==> src/rtl/mips_core_pkg.sv <==
// Shared types and constants for the data-cache port arbiter and its store buffer.
package mips_core_pkg;

  localparam int unsigned ROB_DEPTH_BITS       = 5;
  localparam int unsigned SB_DEPTH_DEFAULT     = 8;
  localparam int unsigned SB_DEPTH_BITS        = $clog2(SB_DEPTH_DEFAULT);
  localparam int unsigned STARVE_LIMIT_DEFAULT = 4;

  // Storage width of a buffered store; narrower configurations zero-extend into it.
  localparam int unsigned SB_ADDR_WIDTH = 32;
  localparam int unsigned SB_DATA_WIDTH = 32;

  typedef struct packed {
    logic                     valid;
    logic [SB_ADDR_WIDTH-1:0] addr;
    logic [SB_DATA_WIDTH-1:0] data;
  } sb_entry_t;

  typedef enum logic [1:0] {
    IDLE  = 2'd0,
    BUSY  = 2'd1,
    DRAIN = 2'd2
  } arb_state_t;

  // Increment that sticks at all-ones.
  function automatic logic [31:0] sat_inc32(input logic [31:0] v);
    return (v == 32'hFFFF_FFFF) ? v : v + 32'd1;
  endfunction

endpackage

==> src/rtl/store_buffer_fifo.sv <==
// Circular FIFO of committed stores. Entries stay valid until the cache accepts them,
// so the parallel address compare also covers the store currently on the cache port.
module store_buffer_fifo
  import mips_core_pkg::*;
#(
  parameter int unsigned ADDR_WIDTH = 32,
  parameter int unsigned DATA_WIDTH = 32,
  parameter int unsigned SB_DEPTH   = 8
) (
  input  logic                  clk,
  input  logic                  rst_n,
  input  logic                  push,
  input  logic [ADDR_WIDTH-1:0] push_addr,
  input  logic [DATA_WIDTH-1:0] push_data,
  input  logic                  pop,
  output logic                  full,
  output logic                  empty,
  output logic                  multi,
  output logic [ADDR_WIDTH-1:0] head_addr,
  output logic [DATA_WIDTH-1:0] head_data,
  output logic [ADDR_WIDTH-1:0] next_addr,
  output logic [DATA_WIDTH-1:0] next_data,
  input  logic [ADDR_WIDTH-1:0] cmp_addr,
  output logic                  cmp_hit
);

  localparam int unsigned IdxW = $clog2(SB_DEPTH);
  localparam int unsigned PtrW = IdxW + 1;

  sb_entry_t           mem_q [SB_DEPTH];
  logic [PtrW-1:0]     wr_ptr_q, rd_ptr_q;
  logic [PtrW-1:0]     count;
  logic [IdxW-1:0]     wr_idx, rd_idx, nx_idx;
  logic                push_en, pop_en;

  assign wr_idx = wr_ptr_q[IdxW-1:0];
  assign rd_idx = rd_ptr_q[IdxW-1:0];
  assign nx_idx = rd_idx + IdxW'(1);
  assign count  = wr_ptr_q - rd_ptr_q;

  // Extra pointer MSB separates full (MSBs differ) from empty (MSBs equal).
  assign full  = (wr_ptr_q[IdxW] != rd_ptr_q[IdxW]) && (wr_idx == rd_idx);
  assign empty = (wr_ptr_q == rd_ptr_q);
  assign multi = (count > PtrW'(1));

  // A push into a full buffer is only safe when the head leaves in the same cycle.
  assign push_en = push && (!full || pop);
  assign pop_en  = pop && !empty;

  assign head_addr = ADDR_WIDTH'(mem_q[rd_idx].addr);
  assign head_data = DATA_WIDTH'(mem_q[rd_idx].data);
  assign next_addr = ADDR_WIDTH'(mem_q[nx_idx].addr);
  assign next_data = DATA_WIDTH'(mem_q[nx_idx].data);

  // Pointer and entry storage; a push overrides a pop of the same slot when full.
  always_ff @(posedge clk or negedge rst_n) begin
    if (!rst_n) begin
      wr_ptr_q <= '0;
      rd_ptr_q <= '0;
      for (int unsigned i = 0; i < SB_DEPTH; i++) begin
        mem_q[i] <= '0;
      end
    end else begin
      if (pop_en) begin
        mem_q[rd_idx].valid <= 1'b0;
        rd_ptr_q            <= rd_ptr_q + PtrW'(1);
      end
      if (push_en) begin
        mem_q[wr_idx].valid <= 1'b1;
        mem_q[wr_idx].addr  <= SB_ADDR_WIDTH'(push_addr);
        mem_q[wr_idx].data  <= SB_DATA_WIDTH'(push_data);
        wr_ptr_q            <= wr_ptr_q + PtrW'(1);
      end
    end
  end

  // Full-address match against every live entry.
  always_comb begin
    cmp_hit = 1'b0;
    for (int unsigned i = 0; i < SB_DEPTH; i++) begin
      if (mem_q[i].valid && (mem_q[i].addr == SB_ADDR_WIDTH'(cmp_addr))) begin
        cmp_hit = 1'b1;
      end
    end
  end

endmodule

==> src/rtl/dcache_port_arbiter.sv <==
// Shares the single d-cache request port between speculative loads and buffered
// committed stores. Optional perf counters are enabled by defining DCACHE_ARB_PERF_EN.
module dcache_port_arbiter
  import mips_core_pkg::*;
#(
  parameter int unsigned ADDR_WIDTH   = 32,
  parameter int unsigned DATA_WIDTH   = 32,
  parameter int unsigned TAG_BITS     = ROB_DEPTH_BITS,
  parameter int unsigned SB_DEPTH     = SB_DEPTH_DEFAULT,
  parameter int unsigned STARVE_LIMIT = STARVE_LIMIT_DEFAULT
) (
  input  logic                  clk,
  input  logic                  rst_n,
  input  logic                  flush,
  input  logic                  ld_valid,
  input  logic [ADDR_WIDTH-1:0] ld_addr,
  input  logic [TAG_BITS-1:0]   ld_tag,
  output logic                  ld_grant,
  input  logic                  st_commit,
  input  logic [ADDR_WIDTH-1:0] st_addr,
  input  logic [DATA_WIDTH-1:0] st_data,
  output logic                  sb_full,
  output logic                  sb_empty,
  input  logic                  drain_req,
  output logic                  drain_done,
  input  logic                  cache_ready,
  output logic                  req_valid,
  output logic                  req_write,
  output logic [ADDR_WIDTH-1:0] req_addr,
  output logic [DATA_WIDTH-1:0] req_data,
  output logic [TAG_BITS-1:0]   req_tag
`ifdef DCACHE_ARB_PERF_EN
  ,
  output logic [31:0]           perf_ld_grants,
  output logic [31:0]           perf_st_grants,
  output logic [31:0]           perf_conflict_cycles
`endif
);

  localparam int unsigned StarveW = $clog2(STARVE_LIMIT + 1);

  arb_state_t             state_q, state_d;
  logic                   req_valid_q, req_valid_d;
  logic                   req_write_q, req_write_d;
  logic [ADDR_WIDTH-1:0]  req_addr_q, req_addr_d;
  logic [DATA_WIDTH-1:0]  req_data_q, req_data_d;
  logic [TAG_BITS-1:0]    req_tag_q, req_tag_d;
  logic [StarveW-1:0]     starve_q, starve_d;

  logic                   sb_multi, sb_hit;
  logic [ADDR_WIDTH-1:0]  sb_head_addr, sb_next_addr, st_cand_addr;
  logic [DATA_WIDTH-1:0]  sb_head_data, sb_next_data, st_cand_data;
  logic                   st_inflight, ld_inflight, st_accept, port_free;
  logic                   st_avail, ld_block, ld_ok, can_issue, st_win, ld_win;

  store_buffer_fifo #(
    .ADDR_WIDTH (ADDR_WIDTH),
    .DATA_WIDTH (DATA_WIDTH),
    .SB_DEPTH   (SB_DEPTH)
  ) u_store_buffer (
    .clk       (clk),
    .rst_n     (rst_n),
    .push      (st_commit),
    .push_addr (st_addr),
    .push_data (st_data),
    .pop       (st_accept),
    .full      (sb_full),
    .empty     (sb_empty),
    .multi     (sb_multi),
    .head_addr (sb_head_addr),
    .head_data (sb_head_data),
    .next_addr (sb_next_addr),
    .next_data (sb_next_data),
    .cmp_addr  (ld_addr),
    .cmp_hit   (sb_hit)
  );

  assign st_inflight = req_valid_q && req_write_q;
  assign ld_inflight = req_valid_q && !req_write_q;
  assign st_accept   = st_inflight && cache_ready;
  assign port_free   = !req_valid_q || cache_ready;

  // The in-flight store is still the buffer head; when it leaves this cycle the
  // next candidate is the entry behind it.
  assign st_avail     = st_accept ? sb_multi : !sb_empty;
  assign st_cand_addr = st_accept ? sb_next_addr : sb_head_addr;
  assign st_cand_data = st_accept ? sb_next_data : sb_head_data;

  assign ld_block = sb_hit || (st_inflight && (req_addr_q == ld_addr));
  assign ld_ok    = ld_valid && !ld_block && !drain_req;
  // Nothing new is registered during a flush so a dropped load leaves the port idle.
  assign can_issue = port_free && !flush;
  assign st_win    = can_issue && st_avail &&
                     (sb_full || (starve_q >= StarveW'(STARVE_LIMIT)) || !ld_ok);
  assign ld_win    = can_issue && ld_ok && !st_win;

  assign ld_grant   = ld_win;
  assign drain_done = (state_q == DRAIN) && sb_empty && !st_inflight;

  assign req_valid = req_valid_q;
  assign req_write = req_write_q;
  assign req_addr  = req_addr_q;
  assign req_data  = req_data_q;
  assign req_tag   = req_tag_q;

  // Next request, starvation count and arbitration state.
  always_comb begin
    state_d     = state_q;
    req_valid_d = req_valid_q;
    req_write_d = req_write_q;
    req_addr_d  = req_addr_q;
    req_data_d  = req_data_q;
    req_tag_d   = req_tag_q;
    starve_d    = starve_q;

    if (st_win) begin
      req_valid_d = 1'b1;
      req_write_d = 1'b1;
      req_addr_d  = st_cand_addr;
      req_data_d  = st_cand_data;
      req_tag_d   = '0;
    end else if (ld_win) begin
      req_valid_d = 1'b1;
      req_write_d = 1'b0;
      req_addr_d  = ld_addr;
      req_data_d  = '0;
      req_tag_d   = ld_tag;
    end else if (port_free || (flush && ld_inflight)) begin
      req_valid_d = 1'b0;
      req_write_d = 1'b0;
      req_addr_d  = '0;
      req_data_d  = '0;
      req_tag_d   = '0;
    end

    if (sb_empty || st_win) begin
      starve_d = '0;
    end else if (ld_win && (starve_q < StarveW'(STARVE_LIMIT))) begin
      starve_d = starve_q + StarveW'(1);
    end

    unique case (state_q)
      IDLE, BUSY: state_d = drain_req ? DRAIN : (req_valid_d ? BUSY : IDLE);
      DRAIN:      if (!drain_req) state_d = req_valid_d ? BUSY : IDLE;
      default:    state_d = IDLE;
    endcase
  end

  // Registered request port and arbitration state.
  always_ff @(posedge clk or negedge rst_n) begin
    if (!rst_n) begin
      state_q     <= IDLE;
      req_valid_q <= 1'b0;
      req_write_q <= 1'b0;
      req_addr_q  <= '0;
      req_data_q  <= '0;
      req_tag_q   <= '0;
      starve_q    <= '0;
    end else begin
      state_q     <= state_d;
      req_valid_q <= req_valid_d;
      req_write_q <= req_write_d;
      req_addr_q  <= req_addr_d;
      req_data_q  <= req_data_d;
      req_tag_q   <= req_tag_d;
      starve_q    <= starve_d;
    end
  end

`ifdef DCACHE_ARB_PERF_EN
  // Saturating event counters; untouched by flush.
  always_ff @(posedge clk or negedge rst_n) begin
    if (!rst_n) begin
      perf_ld_grants       <= '0;
      perf_st_grants       <= '0;
      perf_conflict_cycles <= '0;
    end else begin
      if (ld_win)               perf_ld_grants       <= sat_inc32(perf_ld_grants);
      if (st_win)               perf_st_grants       <= sat_inc32(perf_st_grants);
      if (ld_valid && ld_block) perf_conflict_cycles <= sat_inc32(perf_conflict_cycles);
    end
  end
`endif

`ifndef SYNTHESIS
  // A commit into a full buffer with no same-cycle pop would lose the store.
  assert property (@(posedge clk) disable iff (!rst_n) !(st_commit && sb_full && !st_accept));
`endif

endmodule

==> config.mk <==
export PLATFORM = sky130hd
export DESIGN_NAME = dcache_port_arbiter
export DESIGN_NICKNAME = d
export VERILOG_FILES = /design/src/rtl/mips_core_pkg.sv /design/src/rtl/store_buffer_fifo.sv /design/src/rtl/dcache_port_arbiter.sv
export SDC_FILE = /design/constraint.sdc
export NUM_CORES = 1
export LEC_CHECK = 0
export CORE_MARGIN = 4
export CORE_UTILIZATION = 30
export CTS_CLUSTER_SIZE = 30
export DETAILED_ROUTE_END_ITERATION = 10
export PLACE_DENSITY = 0.54
export SETUP_SLACK_MARGIN = 0.3
export SLEW_MARGIN = 15
export SYNTH_ARGS = -nofsm -noshare
export SYNTH_HDL_FRONTEND = slang
export SYNTH_SLANG_ARGS = --single-unit
==> constraint.sdc <==
create_clock -name clk -period 11.6 [get_ports clk]
set_clock_uncertainty 0.15 [all_clocks]
set_input_delay 1.74 -clock clk [delete_from_list [all_inputs] [get_ports clk]]
set_output_delay 1.74 -clock clk [all_outputs]
set_load 0.02 [all_outputs]
======== Word-level counts from Yosys, hierarchy flattened ========
Cells that the tools add are included.
storage, ports and cells
  bits in registers ....................... 604
  input port bits ......................... 108
  word-level logic and storage cells ...... 164
operators by class
  add/subtract/negate cells ............... 5
  magnitude comparators ................... 8
  equal/unequal tests ..................... 15
  multiplexer cells ....................... 51
  bitwise logic cells ..................... 3
  reduce and logical (&&, ||, !) cells .... 49
operators by type and width
  cell                                                            count
  bitwise mux 520 bit                                             4
  2-to-1 mux 520 bit                                              2
  demux 65 bit (select 3 bit)                                     4
  binary-select mux 65 bit (select 3 bit)                         2
  2-to-1 mux 64 bit                                               5
  == test 32 bit                                                  9
  2-to-1 mux 32 bit                                               8
  2-to-1 mux 65 bit                                               2
  logical AND 1 bit                                               28
  2-to-1 mux 1 bit                                                16
  2-to-1 mux 5 bit                                                3
  >= comparator 4 bit (second input constant)                     3
  inverter 3 -> 4 bit                                             3
  logical NOT 1 bit                                               10
  adder 4 x 1 -> 4 bit (second input constant)                    2
  less-than comparator 4 x 1 -> 1 bit (second input constant)     2
  logical OR 1 bit                                                7
  adder 3 x 1 -> 3 bit (second input constant)                    2
  2-to-1 mux 3 bit                                                2
  == test 4 bit                                                   1
  greater-than comparator 4 x 1 -> 1 bit (second input constant)  1
  2-to-1 mux 2 bit                                                2
  case mux 2 bit (2 select lines)                                 1
  subtractor 4 bit                                                1
  11 further kinds                                                11

======== Logic depth before layout (Yosys ltp) ========
Gate-level depths: netlist of run 1.
  depth after elaboration ................. 24
  gate-level depth with buffers ........... 14

======== Hierarchy ========
From an unflattened synthesis of run 1, not the netlist that was laid out.
unflattened totals
  cell total of the unflattened synthesis .. 2560
  area, all modules ....................... 35023.6 µm²
by module, submodules not included
  module               times used  cells an instance  area an instance (µm²)  seq. area each (µm²)
  store_buffer_fifo    1           2136               30696.9                 13212.7
  dcache_port_arbiter  1           424                4326.6                  1901.8

======== Worst setup path before layout of run 1 ========
No wires, ideal clock.
  path type ............................... input-to-output
  start ................................... in ld_addr[5]
  end ..................................... out ld_grant
  arrival time ............................ 3.844 ns
  data required time ...................... 9.710 ns
  setup slack ............................. 5.866 ns
  stages .................................. 11
  cells stage by stage .................... buf_4 -> inv_2 -> o2111a_1 -> nand3_1 -> nor4_1 -> or4_4 -> nor4_4 -> o211ai_2 -> buf_6 -> buf_6 -> inv_1
between the ends
  word-level cells in the longest chain between the ends .. 19
  elaborated cells between the ends (all ways) .. 36
  classes of those cells .................. eq/ne: 9; mux: 8; reduce/logical: 19
ends and longest elaborated chain
  item                                RTL line                   text
  from (decl)                         dcache_port_arbiter.sv:16  input logic [ADDR_WIDTH-1:0] ld_addr,
  == test 32 bit                      store_buffer_fifo.sv:81    if (mem_q[i].valid && (mem_q[i].addr == SB_ADDR_WIDTH'(cmp_addr))) begin
  logical AND 1 bit                   store_buffer_fifo.sv:81
  2-to-1 mux 1 bit (8 in a row)       store_buffer_fifo.sv:81
  logical OR 1 bit (*)                dcache_port_arbiter.sv:89  assign ld_block = sb_hit || (st_inflight && (req_addr_q == ld_addr));
  logical NOT 1 bit (*)               dcache_port_arbiter.sv:90  assign ld_ok = ld_valid && !ld_block && !drain_req;
  logical AND 1 bit (*) (2 in a row)  dcache_port_arbiter.sv:90
  logical NOT 1 bit                   dcache_port_arbiter.sv:94  (sb_full || (starve_q >= StarveW'(STARVE_LIMIT)) || !ld_ok);
  logical OR 1 bit                    dcache_port_arbiter.sv:94
  logical AND 1 bit                   dcache_port_arbiter.sv:93  assign st_win = can_issue && st_avail &&
  logical NOT 1 bit                   dcache_port_arbiter.sv:95  assign ld_win = can_issue && ld_ok && !st_win;
  logical AND 1 bit (*)               dcache_port_arbiter.sv:95
  to (decl)                           dcache_port_arbiter.sv:18  output logic ld_grant,
Every way passes the cells marked *; elsewhere a longest branch is shown, timed or not.

======== Final worst setup path of run 1 ========
  start ................................... in ld_addr[4]
  end ..................................... out ld_grant
Same word-level chain as after synthesis.

==> flow_summary.yaml, run 1 <==
synth:
  ys_types: 51
  synth-simple-area-share_pct: 5.99
  synth-compound-area-share_pct: 3.31
  yosys_warnings: 0
  ys_seq_area_share_pct: 44.0
  synthMuxAreaShare_pct: 35.5
  syn_avg_cell_area_sq_um: 13.3
  ys_ff_latch: 604
  synth_top_family_by_area: "multiplexers"
  synth_xor_area_share_pct: 7.48
  synthAdderAreaFrac_pct: 0.277
  synth_edf_count: 0
  async_flop_share_pct: 100
  syn_nets: 2687
  netlist_area_sq_um: 34300
  synth-main-ff-cell: "dfrtp_1"
  postSynthCellCount: 2572
sta:
  hold_violations: 0
  grt_setup_unrepaired: "false"
  finalSetupViolations: 0
  timing.final.crit_share_pct: 66.8
  finalSetupTns_ns: 0
  worst_slew_pin_slew_ns: 1.20
  period_minus_slack_ns: 7.75
  slew-limit-headroom_pct: 19.9
  clock.fmax_mhz: 129
  finalMaxSlewViolations: 0
setup_path:
  critPathLaunchType: "input pin"
  end_kind: "output port"
  worstPathArrival_ns: 5.86
  path_class: "input pin to output port"
  max_stage_delay_ns: 0.87
  reg2reg_depth: 10
  critPathTopFamily: "buffers and inverters"
  worst-path-stages: 11
  path_common_cell: "clkdlybuf4s50_1"
  slowest_stage: "clkdlybuf4s50_1"
  crit_buf_inv: 4
  crit_chain: "clkdlybuf4s50_1 -> xor2_1 -> nor4_1 -> nand3_1 -> nor3_1 -> or4_4 -> nor4_4 -> o211ai_4 -> buf_4 -> inv_1 -> clkdlybuf4s50_1"
  cp_max_fo: 19
  cp.required_ns: 9.71
hold_path:
  hold_path_class: "flip-flop to flip-flop"
  hold_path_depth: 1
clock_network:
  ctsResizeCount: 0
  cts_tree: "yes"
  cts_buffer_depth: 3
  cts-buffers-inserted: 75
  clockRootBuffer: "clkbuf_16"
  clk-insertion-delay-late_ns: 0.64
  cts_setup_buffers: 0
  holdBufCountCts: 0
  htreeDepth: 3
  clkSinkCount: 604
  cts.reportedPaths.clkPinSlew_ns: 0.06
grt:
  first_global_vias: 23788
  grt.total_usage_pct: 19.6
  overflow: 0
  grt_first_pass_wirelength_microns: 174000
  grt_max_degree: 166
  antenna_found_initial: 14
power:
  power_density_nw_per_um2: 320
  p_switching_mw: 4.93
  clockPowerShare_pct: 18.9
  ir_drop_uv: 183
  switching_share_pct: 38.5
  p_leak_nw: 15.9
  combPwrFrac_pct: 47.3
  internal-power_mw: 7.87
  seqPwrFrac_pct: 33.9
finish:
  fin_util_pct: 35.4
  drive_above_1_share_pct: 35.4
  final_nets: 2786
  areaGrowthSynthToFinish_pct: 16.5
drt:
  vias_per_cell: 5.46
  routedWlPerCell_microns: 28.2
  dr_total_vias: 23106
  dr.pass1.iters: 5
  routed_wl_microns: 119000
  postRouteAntennaNets: 0
  drt-initial-drc-count: 1795
  drc: 0
floorplanning:
  start_util_pct: 30.3
  dieArea_sq_um: 120000
  die_h_microns: 346
  rows: 123
  core-area_sq_um: 113000
  dieWidth_microns: 346
  io_pins: 183
job:
  maxCapViolations: 0
placed_design:
  dp_hpwl_microns: 78100
  io_buffer_count: 182
  gp_congestion: 1.02
outcome:
  status: "complete, no violations"
==> metal layers <==
metal  vias up  wire, microns  global-route usage (%)
met5         -             58                       0
met3       189           7510                    3.85
met1     12377          52100                    26.9
met4         8           3600                    5.82
li1       9752              -                       -
met2       780          56000                    31.4
==> cell families after synthesis <==
| logic type | count (synthesis) |
|---|---|
| xor gates and xnor gates | 293 |
| buffers and inverters | 247 |
| adders and majority gates | 7 |
| DFF | 604 |
| muxes | 832 |
| and+or+nand+nor | 452 |
| AOI/OAI and AO/OA | 137 |
==> final cells by class <==
type | count | area [sq um]
Antenna cell | 6 | 15.0
Clock buffer | 111 | 2200
Clock inverter | 24 | 284
Fill cell | 11065 | 73100
Inverter | 46 | 174
Multi-Input combinational cell | 1721 | 18100
Sequential cell | 604 | 15100
Tap cell | 1500 | 1880
Timing Repair Buffer | 223 | 2170
==> synth_stat cells (32+ instances only) <==
library cell / n / area share (%)
dfrtp_1: 604 / 44
mux2_2: 512 / 17
mux4_2: 256 / 17
nand2_1: 251 / 2.7
xor2_1: 229 / 5.8
clkbuf_1: 102 / 1.1
mux2i_1: 64 / 1.9
xnor2_1: 64 / 1.6
nor4_1: 55 / 1.0
nand3_1: 50 / 0.73
inv_1: 45 / 0.49
nor2_1: 40 / 0.44
a21oi_1: 38 / 0.55
buf_1: 37 / 0.40
a32o_1: 32 / 0.93
==> worst reg2reg max path, delay by kind of cell (launching register included) <==
kind          cells  cell delay [ns]
fa+ha+maj         1             0.62
mux               1             0.43
buf+inv           2             1.45
simple gates      6             1.59
flops             1             0.92
==> power groups by stage <==
stage / Sequential, mW / Combinational [mW] / Clock [mW]
4_1_cts: 4.31 / 6.09 / 2.48
5_1_grt: 4.46 / 6.48 / 2.55
6_report: 4.33 / 6.05 / 2.41
3_5_place_dp: 4.34 / 6.06 / 0
3_3_place_gp: 4.32 / 6.01 / 0
2_1_floorplan: 3.84 / 4.61 / 0
==> registers in the layout, summed over array words and instances, names as in the netlist <==
name                     cells
u_store_buffer.mem_q       520
req_addr                    32
u_store_buffer.wr_ptr_q      4
state_q                      2
req_data                    32
starve_q                     3
u_store_buffer.rd_ptr_q      4
req_valid                    1
req_write                    1
req_tag                      5
==> final timing paths <==
check,slack (ns),to,from
max reg2reg,6.30,u_store_buffer.mem_q[490],u_store_buffer.rd_ptr_q[2]
max in group asynchronous,8.04,u_store_buffer.mem_q[483],rst_n
max,3.85,ld_grant,ld_addr[4]
min,0.34,state_q[1],state_q[1]
min in group asynchronous,0.99,u_store_buffer.mem_q[176],rst_n
min reg2reg,0.34,state_q[1],state_q[1]
==> metrics by stage <==
stage	setup WS [ns]	instances	total power [mW]	instance area, sq um	hold WS [ns]
finish	3.85	4235	12.8	40000	0.335
global route	3.69	4230	13.5	40000	0.354
CTS	3.84	4229	12.9	40000	0.334
detailed placement	3.84	4094	10.4	37500	0.326
global placement	3.86	4094	10.3	37500	0.312
floorplan	5.87	2572	8.45	34300	0.293
==> placed cells by master (no fill, tap or decap), types with 32 or more instances in the layout <==
cell type	n
dfrtp_1	601
mux2_2	512
mux4_2	256
nand2_1	250
xor2_1	228
clkdlybuf4s50_1	181
clkbuf_16	77
xnor2_1	64
mux2i_1	64
nor4_1	54
nand3_1	49
inv_1	44
nor2_1	38
a21oi_1	38
buf_4	38
a32o_1	32
No activity file was read; power rests on OpenSTA's default activity.
==> inputs of run 2 (changes only) <==
clock period = 7.2 ns   (was 11.6 ns; I/O delays follow)
==> flow_summary.yaml, run 2 (synthesis results as in run 1) <==
floorplanning:
  dieWidth_microns: 346
  rows: 123
  core-area_sq_um: 113000
  io_pins: 183
  dieArea_sq_um: 120000
  start_util_pct: 30.3
  die_h_microns: 346
setup_path:
  end_kind: "output port"
  slowest_stage: "clkdlybuf4s50_1"
  cp_max_fo: 10
  crit_buf_inv: 3
  worstPathArrival_ns: 5.01
  critPathLaunchType: "input pin"
  path_class: "input pin to output port"
  max_stage_delay_ns: 0.89
  crit_chain: "clkdlybuf4s50_1 -> xor2_1 -> nor4_1 -> nand4_1 -> nor4_1 -> or4_4 -> nor4_4 -> o211ai_4 -> inv_1 -> clkdlybuf4s50_1"
  critPathTopFamily: "buffers and inverters"
  cp.required_ns: 5.97
clock_network:
  cts_setup_buffers: 0
  cts.reportedPaths.clkPinSlew_ns: 0.06
  cts-buffers-inserted: 75
  htreeDepth: 3
  cts_tree: "yes"
  cts_buffer_depth: 3
  clk-insertion-delay-late_ns: 0.65
  holdBufCountCts: 0
  ctsResizeCount: 0
  clockRootBuffer: "clkbuf_16"
  clkSinkCount: 604
job:
  maxCapViolations: 0
drt:
  routedWlPerCell_microns: 28.6
  drc: 0
  dr.pass1.iters: 7
  dr_total_vias: 23137
  routed_wl_microns: 121000
  postRouteAntennaNets: 0
  drt-initial-drc-count: 2035
  vias_per_cell: 5.46
sta:
  clock.fmax_mhz: 160
  finalMaxSlewViolations: 0
  finalSetupViolations: 0
  finalSetupTns_ns: 0
  period_minus_slack_ns: 6.24
  slew-limit-headroom_pct: 23.0
  hold_violations: 0
  worst_slew_pin_slew_ns: 1.16
  grt_setup_unrepaired: "false"
  timing.final.crit_share_pct: 86.7
finish:
  final_common_cell: "dfrtp_1"
  top_register: "u_store_buffer.mem_q"
  largest_register_ffs: 520
  multi_input_comb_area_sq_um: 18100
  final_nets: 2788
  mostFrequentLayoutCells: "601 x dfrtp_1, 512 x mux2_2, 256 x mux4_2"
  drive_above_1_share_pct: 35.4
  fill_cells: 11088
  areaGrowthSynthToFinish_pct: 16.8
  seq_area_sq_um: 15100
grt:
  overflow: 0
  grt_max_degree: 166
  grt.total_usage_pct: 19.9
  antenna_found_initial: 17
  grt_first_pass_wirelength_microns: 177000
  first_global_vias: 23893
power:
  ir_drop_uv: 354
  p_leak_nw: 15.9
  power_density_nw_per_um2: 517
  total_power_mw: 20.7
placed_design:
  gp_congestion: 1.03
  dp_hpwl_microns: 78900
  io_buffer_count: 182
outcome:
  status: "complete, no violations"
hold_path:
  hold_path_class: "input pin to async pin"
## run 2: changes by cell type in the layout (fill, tap and decap cells not counted), moves of 2 or more
| cell | change |
|---|---|
| clkinv_2 | -6 |
| clkbuf_8 | +3 |
| clkinv_4 | +2 |
| inv_6 | -3 |
| clkinv_8 | +4 |
## run 2: final timing paths
| check | start | slack, ns | end | cells past startpoint |
|---|---|---|---|---|
| min | rst_n | 0.28 | u_store_buffer.mem_q[176] | 1 |
| max reg2reg | u_store_buffer.rd_ptr_q[2] | 1.78 | u_store_buffer.mem_q[496] | 10 |
| min reg2reg | state_q[0] | 0.33 | state_q[0] | 1 |
| min in group clk | state_q[0] | 0.33 | state_q[0] | 1 |
| max in group asynchronous | rst_n | 5.21 | req_tag[1] | 2 |
| max | ld_addr[31] | 0.96 | ld_grant | 10 |
## run 2: layout make-up
cell class	count	share of cell area, %
Antenna cell	6	0.0375
Clock buffer	113	5.54
Clock inverter	22	0.824
Inverter	46	0.434
Multi-Input combinational cell	1721	45.3
Sequential cell	604	37.7
Tap cell	1500	4.68
Timing Repair Buffer	225	5.49
## run 2: metal layers
metal	GRT usage (%)	wire [microns]	vias to the layer above
met5	0	71	-
met4	5.91	3590	12
met3	4.34	7670	186
met2	31.7	56900	728
met1	27.4	53100	12475
li1	-	-	9736
## run 2: report_power, final
part	internal [mW]	switching, mW
Combinational	5.33	4.51
Clock	2.33	1.58
Sequential	5.02	1.96
## run 2: per-stage QoR
step,utilization (%),cells,cell area [sq um],hold slack [ns],setup WS (ns)
6_report,35.4,4237,40100,0.276,0.960
5_1_grt,35.4,4232,40100,0.317,0.822
4_1_cts,35.4,4231,40100,0.290,0.930
3_5_place_dp,33.2,4096,37500,0.325,0.947
3_3_place_gp,33.2,4096,37500,0.314,0.930
2_1_floorplan,-,2572,34300,0.293,2.65
==> inputs of run 3 (changes only) <==
CORE_ASPECT_RATIO = 1.25   (was default)
clock period = 6.9 ns   (was 7.2 ns; I/O delays follow)
==> flow_summary.yaml, run 3 (synthesis results as in run 1) <==
sta:
  slew-limit-headroom_pct: 24.9
  finalSetupTns_ns: 0
  worst_slew_pin_slew_ns: 1.13
  period_minus_slack_ns: 6.14
  finalMaxSlewViolations: 0
  grt_setup_unrepaired: "false"
  hold_violations: 0
  clock.fmax_mhz: 163
  timing.final.crit_share_pct: 89.0
  finalSetupViolations: 0
finish:
  final_common_cell: "dfrtp_1"
  largest_register_ffs: 520
  drive_above_1_share_pct: 35.6
  multi_input_comb_area_sq_um: 18100
  mostFrequentLayoutCells: "601 x dfrtp_1, 512 x mux2_2, 256 x mux4_2"
  fill_cells: 10983
  top_register: "u_store_buffer.mem_q"
  seq_area_sq_um: 15100
  areaGrowthSynthToFinish_pct: 17.0
  final_nets: 2790
  fin_util_pct: 35.4
setup_path:
  end_kind: "output port"
  cp.required_ns: 5.71
  path_class: "input pin to output port"
  cp_max_fo: 10
  r2r-start: "u_store_buffer.rd_ptr_q[2]"
  critPathLaunch: "ld_addr[18]"
  critPathLaunchType: "input pin"
  worstPathArrival_ns: 4.96
drt:
  dr.pass1.iters: 5
  routed_wl_microns: 124000
  postRouteAntennaNets: 0
  drt-initial-drc-count: 1655
  dr_total_vias: 23146
  drc: 0
  vias_per_cell: 5.49
  routedWlPerCell_microns: 29.4
clock_network:
  cts_buffer_depth: 3
  cts_tree: "yes"
  htreeDepth: 3
  ctsResizeCount: 0
  cts_setup_buffers: 0
  cts.reportedPaths.clkPinSlew_ns: 0.06
  holdBufCountCts: 0
  clockRootBuffer: "clkbuf_16"
  clkSinkCount: 604
  cts-buffers-inserted: 74
  clk-insertion-delay-late_ns: 0.68
power:
  combPwrFrac_pct: 47.3
  p_leak_nw: 16.0
  switching_share_pct: 39.2
  ir_drop_uv: 482
  seqPwrFrac_pct: 33.9
  p_switching_mw: 8.52
  total_power_mw: 21.7
  clockPowerShare_pct: 18.8
  internal-power_mw: 13.2
  power_density_nw_per_um2: 541
grt:
  top_usage_layer: "met2"
  grt.total_usage_pct: 20.6
  grt_first_pass_wirelength_microns: 181000
  grt_use_met3_pct: 3.91
  grt_max_degree: 152
  first_global_vias: 24427
  grtUsageMet2_pct: 34.6
  overflow: 0
  use_met1_pct: 25.4
  antenna_found_initial: 15
placed_design:
  gp_congestion: 1.02
  dp_hpwl_microns: 81400
  io_buffer_count: 182
floorplanning:
  rows: 138
  dieArea_sq_um: 120000
  start_util_pct: 30.3
  io_pins: 183
  core-area_sq_um: 113000
  die_h_microns: 386
  dieWidth_microns: 311
job:
  maxCapViolations: 0
hold_path:
  hold_path_class: "input pin to async pin"
outcome:
  status: "complete, no violations"
## run 3: changes by cell type in the layout (fill, tap and decap cells not counted), moves of 3 or more
cell | previous run | this run
buf_12 | 4 | 7
clkbuf_1 | 19 | 15
clkbuf_8 | 18 | 23
clkinv_16 | 1 | 6
clkinv_8 | 4 | 0
diode_2 | 6 | 9
## run 3: worst max-delay path, stage by stage
cell	delay, ns
clkdlybuf4s50_1	0.93
xnor2_1	0.40
o2111a_1	0.22
nand3_1	0.17
nor4_1	0.09
or4_4	0.45
nor4_4	0.69
o211ai_4	0.26
inv_1	0.10
clkdlybuf4s50_1	0.60
## run 3: path summary, 6_finish.rpt
kind / slack, ns / cells past startpoint / to
max in group asynchronous: 4.87 / 2 / req_tag[0]
hold / removal: 0.29 / 1 / u_store_buffer.mem_q[482]
min in group clk: 0.33 / 1 / state_q[1]
hold reg to reg: 0.33 / 1 / state_q[1]
setup reg to reg: 1.91 / 10 / u_store_buffer.mem_q[462]
setup / recovery: 0.76 / 10 / ld_grant
## run 3: cell type report
| type | count | share of cell area (%) |
|---|---|---|
| antenna | 9 | 0.0561 |
| timing repair buffer | 228 | 5.63 |
| inverter | 46 | 0.433 |
| clock inverter | 23 | 0.925 |
| tap | 1470 | 4.58 |
| multi-input combinational | 1721 | 45.2 |
| clock buffer | 112 | 5.54 |
| sequential | 604 | 37.7 |
## run 3: power by group through the flow
stage / Clock [mW] / Sequential (mW) / Combinational (mW)
floorplan: 0 / 6.46 / 7.75
global placement: 0 / 7.33 / 10.2
detailed placement: 0 / 7.38 / 10.3
CTS: 4.22 / 7.32 / 10.4
global route: 4.36 / 7.55 / 11.0
finish: 4.09 / 7.36 / 10.3
## run 3: through the flow
stage               instance area [sq um]  setup slack, ns  cells  hold slack, ns
floorplan                           34300             2.40   2572           0.293
global placement                    37500            0.764   4069           0.314
detailed placement                  37500            0.780   4069           0.328
CTS                                 40100            0.767   4204           0.275
global route                        40100            0.666   4209           0.336
finish                              40200            0.756   4213           0.291
## run 3: routing by layer
metal  part of all wire [%]  vias to the layer above
met5                  0.035                        -
met4                    5.4                        6
met3                    5.3                      258
met2                     48                      731
met1                     41                    12414
li1                       -                     9737
